[config.mk]
export PLATFORM = sky130hd
export DESIGN_NAME = uart_receiver
export DESIGN_NICKNAME = d
export VERILOG_FILES = /design/src/rtl/uart_pkg.sv /design/src/rtl/sync_fifo.sv /design/src/rtl/uart_receiver.sv
export SDC_FILE = /design/constraint.sdc
export NUM_CORES = 1
export LEC_CHECK = 0
export ABC_AREA = 1
export CORE_MARGIN = 1
export CORE_UTILIZATION = 34
export CTS_CLUSTER_DIAMETER = 200
export DETAILED_ROUTE_END_ITERATION = 10
export GPL_ROUTABILITY_DRIVEN = 0
export PLACE_DENSITY = 0.55
export SYNTH_ARGS = -nofsm -noshare
export SYNTH_HDL_FRONTEND = slang
export SYNTH_SLANG_ARGS = --single-unit
[constraint.sdc]
create_clock -name clk -period 6.6 [get_ports clk]
set_input_delay 1.65 -clock clk [delete_from_list [all_inputs] [get_ports clk]]
set_output_delay 1.65 -clock clk [all_outputs]
set_load 0.01 [all_outputs]
[src/rtl/uart_pkg.sv]
// Shared UART definitions: receiver/transmitter FSM states, data width and bit-timing helper.
package uart_pkg;

  localparam int DATA_W = 8;

  typedef enum logic [2:0] {
    IDLE,
    START,
    DATA,
    STOP,
    BREAK
  } uart_state_e;

  function automatic int calc_clks_per_bit(input int clk_freq, input int baud);
    return clk_freq / baud;
  endfunction

endpackage

[src/rtl/sync_fifo.sv]
// Single-clock FIFO with combinational head output; a push into a full FIFO is dropped
// unless a pop frees a slot in the same cycle.
module sync_fifo #(
  parameter int WIDTH = 8,
  parameter int DEPTH = 4
) (
  input  logic             clk,
  input  logic             rst,
  input  logic             push,
  input  logic [WIDTH-1:0] push_data,
  input  logic             pop,
  output logic [WIDTH-1:0] head_data,
  output logic             full,
  output logic             empty,
  output logic             drop
);

  localparam int PTR_W = (DEPTH > 1) ? $clog2(DEPTH) : 1;
  localparam int CNT_W = $clog2(DEPTH) + 1;

  logic [WIDTH-1:0] mem_q [DEPTH];
  logic [PTR_W-1:0] wr_ptr_q, wr_ptr_d;
  logic [PTR_W-1:0] rd_ptr_q, rd_ptr_d;
  logic [CNT_W-1:0] count_q, count_d;
  logic             do_push, do_pop;

  always_comb begin
    empty    = (count_q == '0);
    full     = (count_q == CNT_W'(DEPTH));
    do_pop   = pop && !empty;
    do_push  = push && (!full || do_pop);
    drop     = push && !do_push;
    wr_ptr_d = wr_ptr_q;
    rd_ptr_d = rd_ptr_q;
    count_d  = count_q;
    // Power-of-two depth lets the pointers wrap by plain overflow.
    if (do_push) wr_ptr_d = wr_ptr_q + PTR_W'(1);
    if (do_pop)  rd_ptr_d = rd_ptr_q + PTR_W'(1);
    if (do_push && !do_pop)      count_d = count_q + CNT_W'(1);
    else if (!do_push && do_pop) count_d = count_q - CNT_W'(1);
  end

  assign head_data = mem_q[rd_ptr_q];

  always_ff @(posedge clk or negedge rst) begin
    if (!rst) begin
      wr_ptr_q <= '0;
      rd_ptr_q <= '0;
      count_q  <= '0;
    end else begin
      wr_ptr_q <= wr_ptr_d;
      rd_ptr_q <= rd_ptr_d;
      count_q  <= count_d;
    end
  end

  always_ff @(posedge clk) begin
    if (do_push) mem_q[wr_ptr_q] <= push_data;
  end

endmodule

[src/rtl/uart_receiver.sv]
// 8N1 UART receiver: synchronises the line, samples each bit at its midpoint and queues
// completed bytes in a FIFO presented to the CPU bus as valid/ready.
module uart_receiver
  import uart_pkg::*;
#(
  parameter int CLK_FREQ   = 100_000_000,
  parameter int BAUD       = 115200,
  parameter int FIFO_DEPTH = 4
) (
  input  logic              clk,
  input  logic              rst,
  input  logic              uart_rx,
  output logic [DATA_W-1:0] rx_data,
  output logic              rx_valid,
  input  logic              rx_ready,
  output logic              frame_err,
  output logic              overrun,
  output logic              busy
);

  localparam int CLKS_PER_BIT = calc_clks_per_bit(CLK_FREQ, BAUD);
  localparam int HALF_BIT     = CLKS_PER_BIT / 2;
  localparam int CNT_W        = $clog2(CLKS_PER_BIT);

  uart_state_e       state_q, state_d;
  logic [CNT_W-1:0]  cnt_q, cnt_d;
  logic [2:0]        idx_q, idx_d;
  logic [DATA_W-1:0] shift_q, shift_d;
  logic              rx_meta_q, rx_meta_d;
  logic              rx_s_q, rx_s_d;
  logic              push;
  logic [DATA_W-1:0] head_data;
  logic              fifo_full, fifo_empty, fifo_drop;

  always_comb begin
    rx_meta_d = uart_rx;
    rx_s_d    = rx_meta_q;
    state_d   = state_q;
    cnt_d     = cnt_q + CNT_W'(1);
    idx_d     = idx_q;
    shift_d   = shift_q;
    push      = 1'b0;
    frame_err = 1'b0;
    case (state_q)
      IDLE: begin
        cnt_d = '0;
        if (!rx_s_q) state_d = START;
      end
      START: begin
        // A start bit that is high again at its midpoint was a glitch.
        if (cnt_q == CNT_W'(HALF_BIT - 1)) begin
          cnt_d   = '0;
          idx_d   = '0;
          state_d = rx_s_q ? IDLE : DATA;
        end
      end
      DATA: begin
        if (cnt_q == CNT_W'(CLKS_PER_BIT - 1)) begin
          cnt_d   = '0;
          shift_d = {rx_s_q, shift_q[DATA_W-1:1]};
          idx_d   = idx_q + 3'd1;
          if (idx_q == 3'd7) state_d = STOP;
        end
      end
      STOP: begin
        if (cnt_q == CNT_W'(CLKS_PER_BIT - 1)) begin
          cnt_d = '0;
          if (rx_s_q) begin
            push    = 1'b1;
            state_d = IDLE;
          end else begin
            frame_err = 1'b1;
            state_d   = BREAK;
          end
        end
      end
      BREAK: begin
        // Hold off until the line is released so a stuck-low line yields one error only.
        cnt_d = '0;
        if (rx_s_q) state_d = IDLE;
      end
      default: state_d = IDLE;
    endcase
  end

  always_ff @(posedge clk or negedge rst) begin
    if (!rst) begin
      state_q   <= IDLE;
      cnt_q     <= '0;
      idx_q     <= '0;
      shift_q   <= '0;
      rx_meta_q <= 1'b1;
      rx_s_q    <= 1'b1;
    end else begin
      state_q   <= state_d;
      cnt_q     <= cnt_d;
      idx_q     <= idx_d;
      shift_q   <= shift_d;
      rx_meta_q <= rx_meta_d;
      rx_s_q    <= rx_s_d;
    end
  end

  sync_fifo #(
    .WIDTH (DATA_W),
    .DEPTH (FIFO_DEPTH)
  ) u_fifo (
    .clk       (clk),
    .rst       (rst),
    .push      (push),
    .push_data (shift_d),
    .pop       (rx_ready),
    .head_data (head_data),
    .full      (fifo_full),
    .empty     (fifo_empty),
    .drop      (fifo_drop)
  );

  assign rx_valid = !fifo_empty;
  assign rx_data  = rx_valid ? head_data : '0;
  assign overrun  = fifo_drop;
  assign busy     = (state_q != IDLE);

endmodule

# Word level (Yosys, flattened, before mapping)

Memories as Yosys holds them, arrays and structs flattened.
Index checks and enable logic that the tools add are counted.

Latch bits: 0
Memory bits (read-only): 0
Memory bits (writable): 32
Register bits: 33
Input bits: 4
Logic and storage cells: 77
Output and inout port bits: 12
Memories: 1

Memories:

| memory       | depth | bits a word | rd ports | clocked after Yosys merged registers in | write ports | RTL line        | RTL |
|---|---|---|---|---|---|---|---|
| u_fifo.mem_q | 4     | 8           | 1        | 0                                       | 1           | sync_fifo.sv:21 | `logic [WIDTH-1:0] mem_q [DEPTH];` |

Reductions and logical operators: 19
Multipliers: 0
Magnitude comparators: 0
Add/subtract/negate cells: 6
Bitwise gates (word level): 0
Divide/modulo/power cells: 0
Equality and inequality tests: 14
Shift-type cells: 0
Muxes and demuxes: 28

Operator list:

| kind                                                                    | count |
|---|---|
| 3-bit 2-to-1 mux                                                        | 11 |
| 10-bit one-hot mux with 3 select lines                                  | 1 |
| 8-bit 2-to-1 mux                                                        | 3 |
| 10-bit 2-to-1 mux                                                       | 2 |
| 3-bit one-hot mux with 5 select lines                                   | 1 |
| 2-bit inequality test (second input constant)                           | 6 |
| 10-bit by 1-bit adder with 10-bit output (second input constant)        | 1 |
| 10-bit equality test (second input constant)                            | 1 |
| 10-bit by 9-bit equality test with 1-bit output (second input constant) | 1 |
| 3-bit equality test (second input constant)                             | 3 |
| 1-bit 2-to-1 mux                                                        | 8 |
| 3-bit by 1-bit adder with 3-bit output (second input constant)          | 2 |
| 3-bit by 2-bit equality test with 1-bit output (second input constant)  | 2 |
| 3-bit zero test                                                         | 2 |
| 3-bit one-hot mux with 2 select lines                                   | 1 |
| 6-bit AND reduction                                                     | 1 |
| 1-bit logical AND                                                       | 5 |
| 2-bit by 1-bit adder with 2-bit output (second input constant)          | 2 |
| 1-bit zero test                                                         | 4 |
| 2-bit nonzero test                                                      | 2 |
| 2-bit OR reduction                                                      | 2 |
| 3-bit by 1-bit equality test with 1-bit output (second input constant)  | 1 |
| 3-bit AND reduction                                                     | 1 |
| 3-bit nonzero test                                                      | 1 |
| other kinds (3)                                                         | 3 |

# Logic depth before layout (Yosys ltp)

Word-level depth: 9
Mapped depth: 13
Depth with buffers taken out: 13

# Cells and area by module

From an unflattened synthesis, not the netlist that was laid out.

Cells, all modules: 351
Area total of the unflattened synthesis: 3235.6 um2

By module, submodules not included:

| module        | area each (um2) | sequential area each (um2) | instances | cells each |
|---|---|---|---|---|
| sync_fifo     | 1712.9          | 1136.1                     | 1         | 149 |
| uart_receiver | 1522.7          | 653.1                      | 1         | 202 |

# Least setup slack after synthesis

No wires, ideal clock.

Path kind: input -> output
Start: input rx_ready
End: output overrun
Buffers on the path: 0
Arrival: 2.312 ns
Path slack: 2.638 ns
Cell stages on the path: 3
Required time: 4.950 ns
Path through: nor2_1 > nand3_1 > nor4_1

Longest elaborated chain between the ends: 5

Ends and longest elaborated chain:

| element           | RTL line            | RTL |
|---|---|---|
| start, declared   | uart_receiver.sv:15 | `input logic rx_ready,` |
| 1-bit logical AND | sync_fifo.sv:30     | `do_pop = pop && !empty;` |
| 1-bit logical OR  | sync_fifo.sv:31     | `do_push = push && (!full \|\| do_pop);` |
| 1-bit logical AND | sync_fifo.sv:31     |  |
| 1-bit zero test   | sync_fifo.sv:32     | `drop = push && !do_push;` |
| 1-bit logical AND | sync_fifo.sv:32     |  |
| end, declared     | uart_receiver.sv:17 | `output logic overrun,` |

No other way between the ends.

# Worst setup path in the final report

Same ends and word-level chain as after synthesis.

==> impl_metrics.py <==
metrics = {
    "global_routing": {
        "grt_pass1_vias": 1963,
        "met3_usage_pct": 4.62,
        "grt.met1_usage_pct": 16.4,
        "use_met2_pct": 21.3,
        "overflow": 0,
        "busiest_layer": "met2",
        "grt_pass1_wl_um": 9640,
        "grt_antenna_before_repair": 0,
        "grt_util_all_layers_pct": 13.0,
        "grt_max_degree": 34,
    },
    "cts": {
        "post_cts_buffers": 0,
        "clk_pin_slew_worst_paths_ps": 80,
        "root_buffer": "clkbuf_8",
        "cts_max_level": 3,
        "cts_sinks": 65,
        "cts_resized": 0,
        "clock_path_buffers": 2,
        "cts_hold_buf": 0,
        "cts_made_buffers": 9,
        "clk_latency_ps": 340,
        "cts_tree": "built",
    },
    "sta": {
        "period_needed_ps": 4900,
        "finalCritPeriodShare_pct": 74.3,
        "grt_setup_unrepaired": "false",
        "worst_pin_slew_ps": 834,
        "slew_violations": 0,
        "setup_violations": 0,
        "timing.fmax_mhz": 204,
        "finalClockSkew_ps": 8.53,
        "relSlewSlack_pct": 44.2,
        "setup-tns-final_ps": 0,
        "whs_ps": 361,
        "hold_viol_final": 0,
    },
    "layout": {
        "drive_above_1_share_pct": 10.2,
        "fillers": 861,
        "stdcell_count": 450,
        "syn2layout_area_growth_pct": 14.9,
        "multi_input_area_um2": 1090,
        "antenna_cells": 0,
        "regArea_um2": 1790,
        "nNetsFinal": 351,
    },
    "die": {
        "die_area_um2": 9400,
        "num_io_pins": 16,
        "core-area_um2": 8720,
        "die_y_um": 97.0,
        "start_util_pct": 35.2,
        "die_w_um": 97.0,
        "rows": 34,
    },
    "detailed_routing": {
        "drt_iter0_drc": 88,
        "viasPerCell": 4.68,
        "drc": 0,
        "routed_wl_um": 5650,
        "num_vias": 2107,
        "first_pass_iters": 4,
        "ant_nets": 0,
        "wire_per_inst_um": 12.6,
    },
    "logic_synthesis": {
        "syn_nets": 329,
        "yosys-top-cells-area": "edfxtp_1 (31%), dfrtp_1 (25%), nand2_1 (7.3%), nor2_1 (7.2%), inv_1 (4.3%)",
        "yosys.cell_types.count": 32,
        "syn_area_per_cell_um2": 9.74,
        "synthCells": 315,
        "ys_seq_area_share_pct": 58.3,
        "yosysTopAreaCell": "edfxtp_1",
        "ys_ff_latch": 65,
        "synthesis.area_um2": 3070,
        "yosysTopAreaCellShare_pct": 31.3,
        "ys_warn_count": 0,
    },
    "critical_path": {
        "cpMaxStageDelayCell": "clkdlybuf4s50_1",
        "endpoint_kind": "output port",
        "cp.arrival_ps": 3250,
        "start_kind": "input pin",
        "critPathRequiredTime_ps": 4950,
        "critPathKind": "input pin to output port",
        "critPathMaxFanout": 3,
        "slowest_delay_ps": 580,
        "cpMostUsedCell": "clkdlybuf4s50_1",
        "cp_cell_sequence": "clkdlybuf4s50_1 -> nor2_1 -> nand3_1 -> nor4_1 -> clkdlybuf4s50_1",
    },
    "power": {
        "peakVddDrop_mv": 0.112,
        "power.density_nw_per_um2": 302,
        "power_mw": 1.06,
        "power.leakage_nw": 1.57,
    },
    "min_path": {
        "hold_path_class": "flop to flop",
    },
    "outcome": {
        "outcome": "finished clean",
    },
    "place": {
        "portBuffers": 15,
        "dp.cells": 434,
        "hpwlAfterDp_um": 3760,
    },
    "run": {
        "drv_cap": 0,
    },
}
## cell families (layout without fill, tap and decap cells)
logic type,count (synthesis),in the layout,synth area share (%)
compound gates,33,33,6.08
simple gates,156,156,22.9
xor+xnor,8,8,2.28
fa+ha+maj,10,10,4.32
flops,65,65,58.3
buf+inv,43,70,6.04
## layer usage
layer | vias to the layer above | part of all wire, %
li1 | 1067 | -
met1 | 1005 | 48
met2 | 29 | 48
met3 | 6 | 3.6
met4 | 0 | 0.83
met5 | - | 0
## path summary, 6_finish.rpt
| kind | from | end | slack (ps) | cells past startpoint |
|---|---|---|---|---|
| worst min register to register | rx_meta_q | rx_s_q | 360 | 0 |
| worst max register to register | cnt_q[0] | u_fifo.count_q[2] | 4060 | 13 |
| worst max-delay path | rx_ready | overrun | 1700 | 5 |
| worst min-delay path | rx_meta_q | rx_s_q | 360 | 0 |
| min in group asynchronous | rst | state_q[1] | 1720 | 2 |
| max in group asynchronous | rst | rx_s_q | 4550 | 2 |
## Yosys cell counts
library cell   n
xnor2_1        2
nand3_1       14
nand4_1        7
nor3_1         1
a21oi_1       11
o21ai_2        2
fa_1           1
edfxtp_1      32
nand2_1       60
nand2_2        3
inv_1         35
buf_2          3
nand2_4        2
inv_2          2
dfrtp_1       31
nor2_4         1
nor3_4         1
o21ai_0       18
ha_1           9
nor4_1         1
nand3b_1       2
nor2_1        59
nand3b_2       1
nor2_2         3
dfstp_2        2
clkinv_8       1
buf_6          1
o21bai_4       1
o21ai_1        1
nand3_4        1
clkbuf_1       1
xor2_1         6
## worst max-delay path, delay by kind of cell
family        cells  cell delay [ps]
buf+inv           2             1030
simple gates      3              580
## placed cells by master (no fill, tap or decap), types with 2 or more instances in the layout
cell             instances
inv_1                   35
inv_2                    2
clkbuf_8                 9
edfxtp_1                32
dfstp_2                  2
nor2_1                  59
ha_1                     9
o21ai_0                 18
nand2_4                  2
dfrtp_1                 31
nand3b_1                 2
nand3_1                 14
clkinv_1                 2
xnor2_1                  2
nor2_2                   3
o21ai_2                  2
a21oi_1                 11
xor2_1                   6
clkdlybuf4s50_1         15
clkinvlp_4               2
nand4_1                  7
nand2_1                 60
nand2_2                  3
## registers in the layout, indices dropped and copies added (netlist names)
name,count
u_fifo.mem_q,32
cnt_q,10
shift_q,8
idx_q,3
state_q,3
u_fifo.count_q,3
u_fifo.rd_ptr_q,2
u_fifo.wr_ptr_q,2
rx_meta_q,1
rx_s_q,1
## power breakdown
group          total, mW  internal (mW)  leakage [nW]  switching, mW
sequential         0.484          0.439         0.799         0.0454
clock              0.329          0.174        0.0909          0.156
combinational      0.250          0.122         0.682          0.127
total               1.06          0.735          1.57          0.329
## final cells by class
| cell class | instances | area share, % |
|---|---|---|
| clock inverters | 7 | 1.99 |
| multi-input cells | 207 | 31.0 |
| flip-flops and latches | 65 | 50.8 |
| inverters | 38 | 4.40 |
| clock buffers | 9 | 3.52 |
| repair buffers | 16 | 4.47 |
| well taps | 108 | 3.84 |
## metrics by stage
step,util (%),cell area [µm²],setup WS (ps)
2_1_floorplan,-,3070,2640
3_3_place_gp,38.2,3330,1650
3_5_place_dp,38.2,3330,1660
4_1_cts,40.4,3520,1670
5_1_grt,40.4,3520,1530
6_report,40.4,3520,1700
Power figures use the tool's default switching activity.
